## src/rtl/reg_arb_pkg.sv

```systemverilog
// Shared types for the two-port register-bus arbiter: FSM states, requester IDs
// and the one-entry request slot.
package reg_arb_pkg;

    localparam int ARB_ADDR_W = 8;
    localparam int ARB_DATA_W = 8;
    localparam int RD_LAT_MAX = 3;
    localparam int LAT_CNT_W  = 2;

    typedef enum logic [1:0] {IDLE, ISSUE, WAIT} arb_state_t;

    typedef enum logic {REQ_A, REQ_B} req_id_t;

    typedef struct packed {
        logic                  valid;
        logic                  we;
        logic [ARB_ADDR_W-1:0] addr;
        logic [ARB_DATA_W-1:0] wdata;
    } req_slot_t;

    function automatic req_id_t other_port(input req_id_t id);
        return (id == REQ_A) ? REQ_B : REQ_A;
    endfunction

endpackage

```

## src/rtl/reg_bus_arbiter_slot.sv

```systemverilog
// One-entry holding slot for a strobe-based requester: captures a strobe,
// frees when issued (reloading on the same edge if needed) and flags drops.
module req_slot
    import reg_arb_pkg::*;
(
    input  logic                  clk,
    input  logic                  rst,
    input  logic                  wr,
    input  logic                  rd,
    input  logic [ARB_ADDR_W-1:0] addr,
    input  logic [ARB_DATA_W-1:0] wdata,
    input  logic                  issue,
    input  logic                  err_clr,
    output req_slot_t             slot,
    output logic                  err
);

    logic strobe;
    logic can_load;
    logic err_set;

    // wr+rd together still loads the write; only the read is lost
    always_comb begin
        strobe   = wr | rd;
        can_load = ~slot.valid | issue;
        err_set  = (wr & rd) | (strobe & ~can_load);
    end

    always_ff @(posedge clk or posedge rst) begin
        if (rst) begin
            slot <= '0;
            err  <= 1'b0;
        end else begin
            if (strobe && can_load) begin
                slot <= '{valid: 1'b1, we: wr, addr: addr, wdata: wdata};
            end else if (issue) begin
                slot.valid <= 1'b0;
            end
            if (err_clr) begin
                err <= 1'b0;
            end else if (err_set) begin
                err <= 1'b1;
            end
        end
    end

endmodule

```

## src/rtl/reg_bus_arbiter.sv

```systemverilog
// Round-robin arbiter sharing the register-file port between the I2C (A) and
// SPI (B) slaves; returns read data to the requesting port.
module reg_bus_arbiter
    import reg_arb_pkg::*;
#(
    parameter int ADDR_W     = 8,
    parameter int DATA_W     = 8,
    parameter int RD_LATENCY = 1
) (
    input  logic              clk,
    input  logic              rst,
    input  logic              a_wr,
    input  logic              a_rd,
    input  logic [ADDR_W-1:0] a_addr,
    input  logic [DATA_W-1:0] a_wdata,
    output logic [DATA_W-1:0] a_rdata,
    output logic              a_rvalid,
    output logic              a_busy,
    input  logic              b_wr,
    input  logic              b_rd,
    input  logic [ADDR_W-1:0] b_addr,
    input  logic [DATA_W-1:0] b_wdata,
    output logic [DATA_W-1:0] b_rdata,
    output logic              b_rvalid,
    output logic              b_busy,
    output logic [ADDR_W-1:0] rf_addr,
    output logic [DATA_W-1:0] rf_wdata,
    output logic              rf_wr,
    output logic              rf_rd,
    input  logic [DATA_W-1:0] rf_rdata,
    input  logic              err_clr,
    output logic              err_a,
    output logic              err_b
);

    if (RD_LATENCY < 1 || RD_LATENCY > RD_LAT_MAX) begin : g_bad_latency
        $fatal(1, "reg_bus_arbiter: RD_LATENCY %0d outside 1..%0d", RD_LATENCY, RD_LAT_MAX);
    end
    if (ADDR_W != ARB_ADDR_W || DATA_W != ARB_DATA_W) begin : g_bad_width
        $fatal(1, "reg_bus_arbiter: ADDR_W/DATA_W must match the slot widths in reg_arb_pkg");
    end

    arb_state_t            state, state_n;
    req_id_t               last, last_n, owner, owner_n, pick;
    logic                  cur_we, we_n;
    logic [LAT_CNT_W-1:0]  cnt, cnt_n;
    logic [ADDR_W-1:0]     addr_n;
    logic [DATA_W-1:0]     wdata_n, a_rdata_n, b_rdata_n;
    logic                  wr_n, rd_n, a_rvalid_n, b_rvalid_n;
    logic                  issue_a, issue_b;
    req_slot_t             slot_a, slot_b, sel;

    req_slot u_slot_a (
        .clk(clk), .rst(rst), .wr(a_wr), .rd(a_rd), .addr(a_addr), .wdata(a_wdata),
        .issue(issue_a), .err_clr(err_clr), .slot(slot_a), .err(err_a)
    );

    req_slot u_slot_b (
        .clk(clk), .rst(rst), .wr(b_wr), .rd(b_rd), .addr(b_addr), .wdata(b_wdata),
        .issue(issue_b), .err_clr(err_clr), .slot(slot_b), .err(err_b)
    );

    // A read stays outstanding for its owner until the rvalid edge returns to IDLE
    assign a_busy = slot_a.valid | ((state != IDLE) & ~cur_we & (owner == REQ_A));
    assign b_busy = slot_b.valid | ((state != IDLE) & ~cur_we & (owner == REQ_B));

    always_comb begin
        state_n    = state;
        last_n     = last;
        owner_n    = owner;
        we_n       = cur_we;
        cnt_n      = cnt;
        addr_n     = rf_addr;
        wdata_n    = rf_wdata;
        wr_n       = 1'b0;
        rd_n       = 1'b0;
        a_rdata_n  = a_rdata;
        b_rdata_n  = b_rdata;
        a_rvalid_n = 1'b0;
        b_rvalid_n = 1'b0;
        issue_a    = 1'b0;
        issue_b    = 1'b0;

        pick = REQ_A;
        if (slot_a.valid && slot_b.valid) begin
            pick = other_port(last);
        end else if (slot_b.valid) begin
            pick = REQ_B;
        end
        sel = (pick == REQ_A) ? slot_a : slot_b;

        case (state)
            IDLE: begin
                if (slot_a.valid || slot_b.valid) begin
                    addr_n  = sel.addr;
                    if (sel.we) begin
                        wdata_n = sel.wdata;
                    end
                    wr_n    = sel.we;
                    rd_n    = ~sel.we;
                    we_n    = sel.we;
                    owner_n = pick;
                    last_n  = pick;
                    issue_a = (pick == REQ_A);
                    issue_b = (pick == REQ_B);
                    state_n = ISSUE;
                end
            end
            ISSUE: begin
                if (cur_we) begin
                    state_n = IDLE;
                end else begin
                    cnt_n   = LAT_CNT_W'(RD_LATENCY);
                    state_n = WAIT;
                end
            end
            WAIT: begin
                cnt_n = cnt - 1'b1;
                if (cnt == LAT_CNT_W'(1)) begin
                    if (owner == REQ_A) begin
                        a_rdata_n  = rf_rdata;
                        a_rvalid_n = 1'b1;
                    end else begin
                        b_rdata_n  = rf_rdata;
                        b_rvalid_n = 1'b1;
                    end
                    state_n = IDLE;
                end
            end
            default: state_n = IDLE;
        endcase
    end

    always_ff @(posedge clk or posedge rst) begin
        if (rst) begin
            state    <= IDLE;
            last     <= REQ_B;
            owner    <= REQ_A;
            cur_we   <= 1'b0;
            cnt      <= '0;
            rf_addr  <= '0;
            rf_wdata <= '0;
            rf_wr    <= 1'b0;
            rf_rd    <= 1'b0;
            a_rdata  <= '0;
            b_rdata  <= '0;
            a_rvalid <= 1'b0;
            b_rvalid <= 1'b0;
        end else begin
            state    <= state_n;
            last     <= last_n;
            owner    <= owner_n;
            cur_we   <= we_n;
            cnt      <= cnt_n;
            rf_addr  <= addr_n;
            rf_wdata <= wdata_n;
            rf_wr    <= wr_n;
            rf_rd    <= rd_n;
            a_rdata  <= a_rdata_n;
            b_rdata  <= b_rdata_n;
            a_rvalid <= a_rvalid_n;
            b_rvalid <= b_rvalid_n;
        end
    end

endmodule
```

## config.mk

```make
export PLATFORM = sky130hd
export DESIGN_NAME = reg_bus_arbiter
export DESIGN_NICKNAME = d
export VERILOG_FILES = /design/src/rtl/reg_arb_pkg.sv /design/src/rtl/reg_bus_arbiter_slot.sv /design/src/rtl/reg_bus_arbiter.sv
export SDC_FILE = /design/constraint.sdc
export NUM_CORES = 1
export LEC_CHECK = 0
export ABC_AREA = 1
export BUFFER_PORTS_ARGS = -buffer_cell sky130_fd_sc_hd__buf_2
export CAP_MARGIN = 25
export CORE_AREA = 4 4 93 95
export CTS_BUF_LIST = sky130_fd_sc_hd__clkbuf_16
export CTS_CLUSTER_DIAMETER = 200
export CTS_CLUSTER_SIZE = 28
export DETAILED_ROUTE_END_ITERATION = 8
export DIE_AREA = 0 0 97 99
export PLACE_DENSITY_LB_ADDON = 0.25
export SLEW_MARGIN = 5
export SYNTH_ARGS = -nofsm -noshare
export SYNTH_HDL_FRONTEND = slang
export SYNTH_HIERARCHICAL = 1
export SYNTH_SLANG_ARGS = --single-unit
```

## constraint.sdc

```tcl
create_clock -name clk -period 4.2 [get_ports clk]
set_input_delay 0.63 -clock clk [delete_from_list [all_inputs] [get_ports clk]]
set_output_delay 0.63 -clock clk [all_outputs]
set_load 0.005 [all_outputs]
```

==> metrics.txt <==
Worst path slowest cell dfrtp_1; Final nets 520; final hold violation count 0; outcome completed; slew margin rel. 50.97%; Congestion Overflow GR 0; Critical Path Sink Type flop; Skew-Pair Late Insertion Delay 0.33 ns; Max VDD drop 291.9 uV; CP peak stage delay 0.66 ns; period utilization 54.99%; postcts setup bufs 0; Hold-fix buffers, CTS 0; CP Launch Type flop; PortBufs 86; commonest non-fill, non-tap cell in the layout nand2_1; Total Power 3476 uW; First-pass DRT Iterations 4; worst hold path type in -> async; post-CTS sizing 0; Max clock buf depth 2; Netlist Area Pre-Place 3487 um2; most frequent cells in the layout nand2_1, buf_2, dfrtp_1; starting density of the core 45.13%; Crit Path Max Fanout 22; htree depth 3; Reg2Reg Depth 9; DR vias 2843; antenna violations before repair 0; vias in the first global route 2852; Cells after Synth 388; starting DRC count in detailed routing 159; Final Skew 0.004039 ns; gr usage total 17.80%; syn avg cell area 8.987 um2; top_reg_cell synth dfrtp_1; final setup margin 1.891 ns; Crit Path Category reg -> reg; final instance area 4205 um2; Yosys reg bits 81; drt wl/cell 14.03 um; Worst Hold Margin 0.4347 ns; Max Cap Violations 0; min Tclk post-route 2.310 ns; Detail Placement HPWL 6040 um; Tightest Pin Transition 0.7346 ns; Max Freq 433.0 MHz; Antenna Cells 0; Layout area overhead 20.60%; Yosys warning count 6; Arr. time, crit path 2.52 ns; Placer Congestion 0.7876; Via density 4.919; Setup WS pre-CTS 1.909 ns; RSZ-0062 raised after global routing false; placed cell area 3929 um2; Synth cell types 21; clk slew on worst S/H paths 0.06 ns; FILL cells 743; pwr dens 826.5 nW/um2; DRC Markers 0; Mapped Nets 436; die height 99 um; layout cells sized above 1 24.79%; Required @ worst endpoint 4.41 ns; num rows 32; leakage power 0.002348 uW; register area share after synthesis 58.16%; CTS Root Cell clkbuf_16; max-slew violation count 0; Post-synth EDFFs 0; pin count of the biggest net entering global routing 44; Async SR Flop Fraction 100.0%; post-route ant nets 0; WL final 8112 um; clk sinks 81; die area 9603 um2; first-pass GRT wire length 13840 um; Die Wd 97 um; num ports 87; crit-path cells nor2_1, nor2_4, inv_2, nor2_1, inv_1, nand2_4, nand2_4, nand2_1, o21ai_0; final setup TNS 0 ns; cts bufs inserted 9; Final Setup Violations 0; CTS tree yes; core area 7727 um2
## cell families after synthesis
logic type	count (synthesis)	synth area share [%]
adders and majority gates	1	0.3588
DFF	81	58.16
and+or+nand+nor	214	27.77
AOI/OAI and AO/OA	45	6.602
buffers and inverters	47	7.104
## critical path: cells and delay by family (launching register included)
kind,cells,cell delay (ns)
AOI/OAI and AO/OA,1,0.07
buffers and inverters,2,0.27
DFF,1,0.66
and+or+nand+nor,6,1.18
## metrics by stage
stage                     util (%)  cells
after CTS                    54.42    578
after global routing         54.42    578
final                        54.42    578
after floorplan                  -    388
after global placement       50.84    563
after detailed placement     50.84    563
## synth_stat cells, types with 3 or more instances
| cell | number | area share, % |
|---|---|---|
| o21ai_0 | 6 | 0.86 |
| nor2_1 | 14 | 1.5 |
| nand2_1 | 135 | 15 |
| buf_2 | 3 | 0.43 |
| inv_2 | 4 | 0.43 |
| buf_6 | 3 | 0.97 |
| o21ai_1 | 32 | 4.6 |
| a21oi_1 | 5 | 0.72 |
| dfrtp_1 | 80 | 57 |
| buf_4 | 6 | 1.3 |
| nand3_1 | 51 | 7.3 |
| inv_1 | 29 | 3.1 |
| nand2_4 | 6 | 1.9 |
| nand2_2 | 3 | 0.54 |
## layer usage
metal / vias up / share of wire (%) / GRT usage, %
met5: - / 0 / 0
met4: 0 / 2.7 / 7.235
met1: 1338 / 47 / 24.28
met3: 17 / 5.8 / 4.883
li1: 1399 / - / -
met2: 89 / 45 / 26.96
## registers in the layout, indices dropped and copies added, names as in the netlist, 2 cells and up
| signal | count |
|---|---|
| u_slot_a/slot | 18 |
| b_rdata | 8 |
| a_rdata | 8 |
| u_slot_b/slot | 18 |
| rf_addr | 8 |
| rf_wdata | 8 |
| cnt | 2 |
| state | 2 |
## final cells by class
class | count | area [um2] | area share, %
clock inverter | 6 | 51.30 | 1.220
multi-input combinational | 260 | 1211 | 28.80
clock buffer | 9 | 225.2 | 5.356
tap | 102 | 127.6 | 3.035
sequential | 81 | 2028 | 48.23
inverter | 33 | 123.9 | 2.946
timing repair buffer | 87 | 437.9 | 10.41
## path summary, 6_finish.rpt
path | startpoint | to | slack (ns)
worst max-delay path | u_slot_b/slot[17]$_DFFE_PP0P_ | u_slot_a/slot[16]$_DFFE_PP0P_ | 1.89
worst min-delay path | rst | u_slot_b/slot[11]$_DFFE_PP0P_ | 0.43
worst max register to register | u_slot_b/slot[17]$_DFFE_PP0P_ | u_slot_a/slot[16]$_DFFE_PP0P_ | 1.89
worst min register to register | last$_DFFE_PP1P_ | last$_DFFE_PP1P_ | 0.47
max in group asynchronous | rst | u_slot_a/slot[14]$_DFFE_PP0P_ | 3.29
min in group clk | err_clr | u_slot_a/err$_DFFE_PP0P_ | 0.47
## where the power goes
group	internal, uW	switching, uW
combinational	480	866
sequential	1160	242
clock	448	284
(Power assumes the default switching activity.)
